--- src/rtl/sap_control_sequencer.sv ---
// T-state control sequencer for the 8-bit bus CPU: fetch T1-T3, execute T4-T7.
// Ports: clk, clr (async active-low), run/step, opcode, cout -> bus strobes, carry_flag, halted, tstate.
module sap_control_sequencer #(
  parameter int OPW = 4,
  parameter logic [OPW-1:0] OP_LDA = 'h0,
  parameter logic [OPW-1:0] OP_ADD = 'h1,
  parameter logic [OPW-1:0] OP_JMP = 'h3,
  parameter logic [OPW-1:0] OP_JC  = 'h4,
  parameter logic [OPW-1:0] OP_OUT = 'he,
  parameter logic [OPW-1:0] OP_HLT = 'hf
) (
  input  logic           clk,
  input  logic           clr,
  input  logic           run,
  input  logic           step,
  input  logic [OPW-1:0] opcode,
  input  logic           cout,
  output logic           cp,
  output logic           ep,
  output logic           pl,
  output logic           lm,
  output logic           ce,
  output logic           li,
  output logic           ei,
  output logic           la,
  output logic           lb,
  output logic           ev,
  output logic           ea,
  output logic           lo,
  output logic           carry_flag,
  output logic           halted,
  output logic [2:0]     tstate
);

  typedef enum logic [2:0] {
    T1 = 3'd0,
    T2 = 3'd1,
    T3 = 3'd2,
    T4 = 3'd3,
    T5 = 3'd4,
    T6 = 3'd5,
    T7 = 3'd6
  } tst_t;

  typedef struct packed {
    logic cp, ep, pl, lm, ce, li, ei;
    logic la, lb, ev, ea, lo;
  } ctrl_t;

  tst_t  st;
  ctrl_t dec;
  logic  adv;
  logic  gate;

  assign adv  = (run | step) & ~halted;
  // Strobes are qualified by adv so each load fires once per T-state,
  // and by clr so nothing drives the bus while reset is held.
  assign gate = adv & clr;

  always_ff @(posedge clk or negedge clr) begin
    if (!clr) begin
      st         <= T1;
      carry_flag <= 1'b0;
      halted     <= 1'b0;
    end else if (adv) begin
      unique case (st)
        T1: st <= T2;
        T2: st <= T3;
        T3: st <= T4;
        T4: begin
          if (opcode == OP_LDA || opcode == OP_ADD) begin
            st <= T5;
          end else if (opcode == OP_HLT) begin
            halted <= 1'b1;
          end else begin
            st <= T1;
          end
        end
        T5: st <= (opcode == OP_ADD) ? T6 : T1;
        T6: begin
          carry_flag <= cout;
          st         <= T7;
        end
        T7: st <= T1;
        default: st <= T1;
      endcase
    end
  end

  always_comb begin
    dec = '0;
    unique case (st)
      T1: begin
        dec.ep = 1'b1;
        dec.lm = 1'b1;
      end
      T2: dec.cp = 1'b1;
      T3: begin
        dec.ce = 1'b1;
        dec.li = 1'b1;
      end
      T4: begin
        if (opcode == OP_LDA || opcode == OP_ADD) begin
          dec.ei = 1'b1;
          dec.lm = 1'b1;
        end else if (opcode == OP_OUT) begin
          dec.ea = 1'b1;
          dec.lo = 1'b1;
        end else if (opcode == OP_JMP ||
                     (opcode == OP_JC && carry_flag)) begin
          dec.ei = 1'b1;
          dec.pl = 1'b1;
        end
      end
      T5: begin
        dec.ce = 1'b1;
        if (opcode == OP_ADD) dec.lb = 1'b1;
        else                  dec.la = 1'b1;
      end
      T6: dec.ev = 1'b1;
      T7: begin
        dec.ea = 1'b1;
        dec.la = 1'b1;
      end
      default: dec = '0;
    endcase
  end

  assign cp = dec.cp & gate;
  assign ep = dec.ep & gate;
  assign pl = dec.pl & gate;
  assign lm = dec.lm & gate;
  assign ce = dec.ce & gate;
  assign li = dec.li & gate;
  assign ei = dec.ei & gate;
  assign la = dec.la & gate;
  assign lb = dec.lb & gate;
  assign ev = dec.ev & gate;
  assign ea = dec.ea & gate;
  assign lo = dec.lo & gate;

  assign tstate = st;

endmodule

--- config.mk ---
export PLATFORM = sky130hd
export DESIGN_NAME = sap_control_sequencer
export DESIGN_NICKNAME = d
export VERILOG_FILES = /design/src/rtl/sap_control_sequencer.sv
export SDC_FILE = /design/constraint.sdc
export NUM_CORES = 1
export LEC_CHECK = 0
export CAP_MARGIN = 20
export CORE_UTILIZATION = 35
export CTS_BUF_LIST = sky130_fd_sc_hd__clkbuf_8
export CTS_CLUSTER_SIZE = 16
export DETAILED_ROUTE_END_ITERATION = 10
export PLACE_DENSITY_LB_ADDON = 0.1
export SLEW_MARGIN = 20
export SYNTH_ARGS = -nofsm -noshare
export SYNTH_HDL_FRONTEND = slang
export SYNTH_SLANG_ARGS = --single-unit
--- constraint.sdc ---
create_clock -name clk -period 1.14 [get_ports clk]
set_input_delay 0.114 -clock clk [delete_from_list [all_inputs] [get_ports clk]]
set_output_delay 0.114 -clock clk [all_outputs]
set_load 0.05 [all_outputs]
==> metrics.md, run 1 <==
| Metric | Value |
|---|---|
| Error | `[ERROR DPL-0033] detailed placement checks failed during check placement.` |
| RePlAce Congestion | `0.802` |
| EDFF count, synth | `0` |
| Stopped at | `detailed placement (3_5_place_dp)` |
| Synth Net Count | `69` |
| Synth Area per Inst | `7.88 µm²` |
| Initial Util | `39.9%` |
| Status | `stopped before the end` |
| Netlist cell types | `34` |
| DPL Wire Length | `2.31 mm` |
| I/O Buffers | `25` |
| Most used DFF post-synth | `dfrtp_1` |
| Die W | `38.8 µm` |
| Die height | `38.8 µm` |
| Asr flop ratio synth | `100%` |
| Num rows | `12` |
| Yosys reg bits | `5` |
| Syn Inst Count | `60` |
| Register area share after synthesis | `26.5%` |
| Synth warn | `0` |
| I/O Pins | `26` |
| Synth Cell Area | `473 µm²` |
logic make-up after synthesis:
kind of cell,count (synthesis),share of synthesized area (%)
compound gates,15,22.8
xor+xnor,1,1.85
buf+inv,9,7.94
flops,5,26.5
mux,1,2.38
simple gates,29,38.6
cell usage after synthesis, types with 2 or more instances:
cell type	instances	area share, %
dfrtp_1	5	26
nor3_1	7	7.4
inv_1	5	4.0
nor4_1	2	2.6
nand4b_1	2	3.7
nor2_1	3	2.4
clkbuf_1	3	2.4
a21oi_1	3	3.2
a31oi_1	2	2.6
nand2_1	3	2.4
nor2b_1	2	2.6
stage by stage:
stage | hold slack (ns) | setup slack, ns | cell area [µm²] | std cells | TNS [ns]
global placement | 0.324 | -0.564 | 1180 | 120 | -6.56
floorplan | -0.182 | -0.909 | 589 | 60 | -8.88
==> run 2: changes to the inputs <==
--- a/config.mk
+++ b/config.mk
@@ -6,11 +6,10 @@
 export NUM_CORES = 1
 export LEC_CHECK = 0
 export CAP_MARGIN = 20
-export CORE_UTILIZATION = 35
-export CTS_BUF_LIST = sky130_fd_sc_hd__clkbuf_8
-export CTS_CLUSTER_SIZE = 16
+export CORE_AREA = 2 2 63 65
 export DETAILED_ROUTE_END_ITERATION = 10
-export PLACE_DENSITY_LB_ADDON = 0.1
+export DIE_AREA = 0 0 65 67
+export PLACE_DENSITY_LB_ADDON = 0.15
 export SLEW_MARGIN = 20
 export SYNTH_ARGS = -nofsm -noshare
 export SYNTH_HDL_FRONTEND = slang
==> constraint.sdc (replaced) <==
create_clock -name clk -period 1.5 [get_ports clk]
set_input_delay 0.15 -clock clk [delete_from_list [all_inputs] [get_ports clk]]
set_output_delay 0.15 -clock clk [all_outputs]
set_load 0.05 [all_outputs]
==> metrics.md, run 2 <==
| Metric | Value |
|---|---|
| Synth Cell Area | `473 µm²` |
| Via-to-Cell Ratio | `4.23` |
| Endpoints failing setup | `13` |
| Die W | `65 µm` |
| CP Class | `reg2out` |
| Worst-margin pin slew | `0.326 ns` |
| Worst Setup Start Kind | `flop` |
| Commonest non-fill, non-tap cell in the layout | `buf_4` |
| R2R Path End | `carry_flag` |
| Core Area | `3610 µm²` |
| Worst hold path class | `in2async` |
| All-Layer GR Usage | `9.00%` |
| Antenna violations before repair | `0` |
| Sink Count | `5` |
| Synth top cells by count | `nor3_1, dfrtp_1, inv_1` |
| Synth Area per Inst | `7.88 µm²` |
| RePlAce Congestion | `0.693` |
| Setup Skew | `0.00273 ns` |
| RSZ-0062 raised after global routing | `true` |
| Num rows | `22` |
| Remaining DRCs | `0` |
| Largest cells by area after synthesis | `dfrtp_1, nor3_1, inv_1, nand4b_1, a21oi_1` |
| Post-route ant nets | `0` |
| Layout cells sized above 1 | `61.3%` |
| Max_cap viols | `0` |
| Max-slew headroom | `78.2%` |
| Logic pwr share | `19.7%` |
| Worst R2R Start | `halted` |
| Clock tree from TritonCTS | `done` |
| Total overflow reported by the global router | `0` |
| Setup TNS | `-2.02 ns` |
| Synth area leader | `dfrtp_1` |
| Synth Net Count | `69` |
| P_sw | `0.117 mW` |
| DPL Wire Length | `1.46 mm` |
| Die ar. | `4360 µm²` |
| Asr flop ratio synth | `100%` |
| Power Total | `0.484 mW` |
| Worst Path Required | `1.35 ns` |
| Netlist cell types | `34` |
| Synth warn | `0` |
| Slowest stage delay, CP | `0.39 ns` |
| Clock root buffer | `clkbuf_8` |
| PwrDens | `373 nW/µm²` |
| Final WL | `1.85 mm` |
| Htree depth | `1` |
| Via count | `673` |
| CP max stage cell | `dfrtp_2` |
| Register area share after synthesis | `26.5%` |
| Commonest non-fill, non-tap cells in the layout | `buf_4, buf_12, buf_6, inv_1, dlygate4sd2_1` |
| Fin nets | `121` |
| Finished Layout Cells | `159` |
| Register share of total power | `29.0%` |
| Crit share post-route | `114%` |
| Yosys reg bits | `5` |
| Final hold violations | `0` |
| Die height | `67 µm` |
| Final min period | `1.71 ns` |
| Area share of the largest cell type after synthesis | `26.5%` |
| Clock Power Share | `51.3%` |
| First-pass GRT wire length | `3.02 mm` |
| Clock Path Buffers | `2` |
| Layout overhead on the synthesized area | `175%` |
| Syn Inst Count | `60` |
| ANT cells | `0` |
| Latest clock arrival within the worst-skew pair | `0.22 ns` |
| Final Max Slew Viols | `0` |
| Critical Path End Type | `output port` |
| Initial Util | `13.1%` |
| Vias in the first global route | `675` |
| Routed wl met2 | `965 µm` |
| I/O Pins | `26` |
| Max Clk Rate | `586 MHz` |
| Status | `finished, violations left` |
| Wire per inst | `11.7 µm` |
| Iteration count of the initial detailed-routing pass | `4` |
| Reg2reg path depth | `7` |
| Arr. time, crit path | `1.56 ns` |
| Peak supply drop | `0.000169 V` |
| I/O Buffers | `25` |
| Max FFs per register | `3` |
| Pint | `0.367 mW` |
| CTS Buf Count | `3` |
| Initial DRC Count | `18` |
| WL met3 | `102 µm` |
| Worst R2R Setup Slack | `-0.17 ns` |
| Setup ws final | `-0.207 ns` |
| Inst Count DP | `149` |
| Most common cell in the netlist | `nor3_1` |
| EDFF count, synth | `0` |
| Switching share of power | `24.1%` |
| Clock transition at path regs | `0.04 ns` |
| Wire length on met1 | `773 µm` |
| Most used DFF post-synth | `dfrtp_1` |
| Largest net degree at the start of global routing | `11` |
| Failing checks | `negative setup slack` |
| Static leakage | `0.582 nW` |
| Critical path, cell by cell | `o21ba_4 -> nand3b_1 -> buf_6 -> nor4_4 -> buf_12` |
| DR top layer | `met4` |
| Crit path max fanout | `4` |
run 2: cell counts after synthesis:
Identical to the previous run, type by type.
run 2: metrics by stage:
stage          worst slack (ns)  hold slack [ns]  util [%]  cell area [µm²]
2_1_floorplan            -0.585           -0.146         -              587
3_3_place_gp             -0.294            0.359      32.1             1160
3_5_place_dp             -0.306            0.364      32.1             1160
4_1_cts                  -0.244            0.160      35.2             1270
5_1_grt                  -0.263            0.160      36.0             1300
6_report                 -0.207            0.161      36.0             1300
run 2: final cells by class:
| cell class | count | area [µm²] |
|---|---|---|
| fill | 379 | 2310 |
| inverter | 5 | 18.8 |
| clock buffer | 4 | 45.0 |
| sequential | 5 | 129 |
| tap | 48 | 60.1 |
| multi-input combinational | 46 | 448 |
| timing repair buffer | 51 | 598 |
run 2: cell families after synthesis:
kind of cell    after synthesis  share of synthesized area [%]
xor+xnor                      1                           1.85
simple gates                 29                           38.6
compound gates               15                           22.8
mux                           1                           2.38
flops                         5                           26.5
buf+inv                       9                           7.94
run 2: critical path: cells and delay by family (launching register included):
| family | cells | cell delay (ns) |
|---|---|---|
| DFF | 1 | 0.39 |
| buffers and inverters | 2 | 0.33 |
| AOI/OAI and AO/OA | 1 | 0.23 |
| and+or+nand+nor | 2 | 0.39 |
run 2: power groups by stage:
stage               combinational (mW)  clock, mW  sequential (mW)
finish                          0.0956      0.248            0.140
global route                     0.103      0.268            0.140
CTS                             0.0965      0.253            0.140
detailed placement              0.0959          0            0.141
global placement                0.0955          0            0.141
floorplan                       0.0256          0            0.145
run 2: repair_timing:
action	CTS	global route
buffers inserted	3	3
resized for setup	17	2
endpoints found under the setup margin	12	13
pin swaps	8	2
hold buffers	0	0
run 2: worst max-delay path by stage:
stage / end / slack (ns) / cells past startpoint / start
floorplan: ei / -0.59 / 4 / halted
global placement: lb / -0.29 / 5 / opcode[1]
detailed placement: lb / -0.31 / 5 / opcode[1]
CTS: pl / -0.24 / 5 / halted
global route: ei / -0.26 / 5 / halted
finish: pl / -0.21 / 5 / halted
run 2: metal layers:
layer | global-route usage [%] | up-vias
met5 | 0 | -
met4 | 2.39 | 0
met1 | 10.3 | 321
li1 | - | 328
met2 | 16.2 | 22
met3 | 2.70 | 2
Power figures use the tool's default switching activity.
==> run 3: changes to the inputs <==
--- a/config.mk
+++ b/config.mk
@@ -7,6 +7,7 @@
 export LEC_CHECK = 0
 export CAP_MARGIN = 20
 export CORE_AREA = 2 2 63 65
+export CTS_BUF_LIST = sky130_fd_sc_hd__clkbuf_16
 export DETAILED_ROUTE_END_ITERATION = 10
 export DIE_AREA = 0 0 65 67
 export PLACE_DENSITY_LB_ADDON = 0.15
==> metrics.md, run 3 (synthesis results as in run 2) <==
| Metric | Value |
|---|---|
| Status | `finished, violations left` |
| Failing checks | `negative setup slack` |
| Switching share of power | `20.0%` |
| Worst Setup Start Kind | `flop` |
| Total overflow reported by the global router | `0` |
| Max_cap viols | `0` |
| Worst-margin pin slew | `0.325 ns` |
| Wire per inst | `11.6 µm` |
| Bufs and invs on worst path | `2` |
| Max FFs per register | `3` |
| Core Area | `3610 µm²` |
| CTS Buf Count | `3` |
| RSZ-0062 raised after global routing | `true` |
| Register share of total power | `21.2%` |
| # hold bufs at CTS | `0` |
| Layout overhead on the synthesized area | `180%` |
| I/O Buffers | `25` |
| Clock tree from TritonCTS | `done` |
| All-Layer GR Usage | `9.03%` |
| Htree depth | `1` |
| Via count | `663` |
| P_sw | `0.133 mW` |
| Remaining DRCs | `0` |
| Layout cells sized above 1 | `60.9%` |
| Commonest non-fill, non-tap cells in the layout | `buf_4, buf_12, buf_6, inv_1, dlygate4sd2_1` |
| Pre-CTS WS | `-0.306 ns` |
| Power Total | `0.662 mW` |
| Clock Path Buffers | `2` |
| Via-to-Cell Ratio | `4.20` |
| Final Max Slew Viols | `0` |
| Endpoints failing setup | `13` |
| Die ar. | `4360 µm²` |
| Critical path, cell by cell | `o21ba_4 -> nand3b_1 -> buf_6 -> nor4_4 -> buf_12` |
| DPL Wire Length | `1.46 mm` |
| Crit share post-route | `114%` |
| Fin nets | `120` |
| Final hold violations | `0` |
| Worst hold slack | `0.156 ns` |
| CP Class | `reg2out` |
| Peak supply drop | `0.000300 V` |
| Antenna violations before repair | `0` |
| Initial Util | `13.1%` |
| Max Clk Rate | `585 MHz` |
| Top cell family by delay on the critical path | `flip-flops` |
| RePlAce Congestion | `0.693` |
| Final WL | `1.83 mm` |
| Latest clock arrival within the worst-skew pair | `0.23 ns` |
| First-pass GRT wire length | `3.00 mm` |
| Post-Layout Inst Area | `1330 µm²` |
| Final min period | `1.71 ns` |
| ANT cells | `0` |
| Fill cells | `374` |
| Die height | `67 µm` |
| Setup ws final | `-0.210 ns` |
| PwrDens | `500 nW/µm²` |
| Logic pwr share | `14.3%` |
| Post-route ant nets | `0` |
| Vias in the first global route | `667` |
| Num rows | `22` |
| Worst R2R Start | `halted` |
| Clock transition at path regs | `0.03 ns` |
| Critical Path End Type | `output port` |
| I/O Pins | `26` |
| Die W | `65 µm` |
| Setup Skew | `0.00307 ns` |
| Clock root buffer | `clkbuf_16` |
| Max-slew headroom | `78.3%` |
| Slowest stage delay, CP | `0.39 ns` |
| Worst Path Required | `1.35 ns` |
| Clock Power Share | `64.5%` |
| Worst hold path class | `in2async` |
| Arr. time, crit path | `1.56 ns` |
| Sink Count | `5` |
| Post-DP Area | `1160 µm²` |
| Post-Route Utilization | `36.7%` |
| Reg2reg path depth | `6` |
| R2R Path End | `carry_flag` |
| Initial DRC Count | `21` |
| Iteration count of the initial detailed-routing pass | `4` |
| Worst R2R Setup Slack | `-0.05 ns` |
| Crit path max fanout | `4` |
| CP max stage cell | `dfrtp_2` |
| Pint | `0.529 mW` |
| Commonest non-fill, non-tap cell in the layout | `buf_4` |
| Largest net degree at the start of global routing | `11` |
| Static leakage | `0.597 nW` |
[run 3: cell types whose count changed in the layout (fill, tap and decap cells not counted), sizes merged]
cell,change
buf,-1
inv,+1
clkbuf,-1
[run 3: per-layer routing]
metal  track usage, %  vias to the layer above  wire length [µm]
met3             2.70                        2                99
met4             3.19                        0                10
met1             10.3                      313               764
li1                 -                      330                 -
met5                0                        -                 0
met2             16.0                       18               952
[run 3: power groups by stage]
stage / registers (mW) / clock network [mW] / logic [mW]
after global placement: 0.141 / 0 / 0.0955
after detailed placement: 0.141 / 0 / 0.0959
after CTS: 0.140 / 0.438 / 0.0960
final: 0.140 / 0.427 / 0.0948
after floorplan: 0.145 / 0 / 0.0256
after global routing: 0.141 / 0.455 / 0.103
[run 3: worst max-delay path by stage]
stage	to	depth (start not counted)	startpoint
floorplan	ei	4	halted
global placement	lb	5	opcode[1]
detailed placement	lb	5	opcode[1]
CTS	pl	5	halted
global route	ei	5	halted
finish	pl	5	halted
[run 3: cell type report]
| class | instances | area [µm²] | area share, % |
|---|---|---|---|
| Inverter | 5 | 18.8 | 1.42 |
| Clock buffer | 3 | 75.1 | 5.67 |
| Sequential cell | 5 | 129 | 9.73 |
| Multi-Input combinational cell | 46 | 448 | 33.8 |
| Clock inverter | 1 | 3.75 | 0.283 |
| Tap cell | 48 | 60.1 | 4.53 |
| Timing Repair Buffer | 50 | 591 | 44.6 |
[run 3: metrics by stage]
step,TNS [ns],std cells
finish,-1.93,158
CTS,-1.86,156
floorplan,-4.13,60
global route,-2.74,158
global placement,-2.63,149
detailed placement,-2.81,149
[run 3: what timing repair did]
| action | 4_1_cts | 5_1_grt |
|---|---|---|
| endpoints found under the setup margin | 12 | 13 |
| gates resized for setup | 17 | 2 |
| setup buffers | 3 | 2 |
| pin swaps | 8 | 2 |
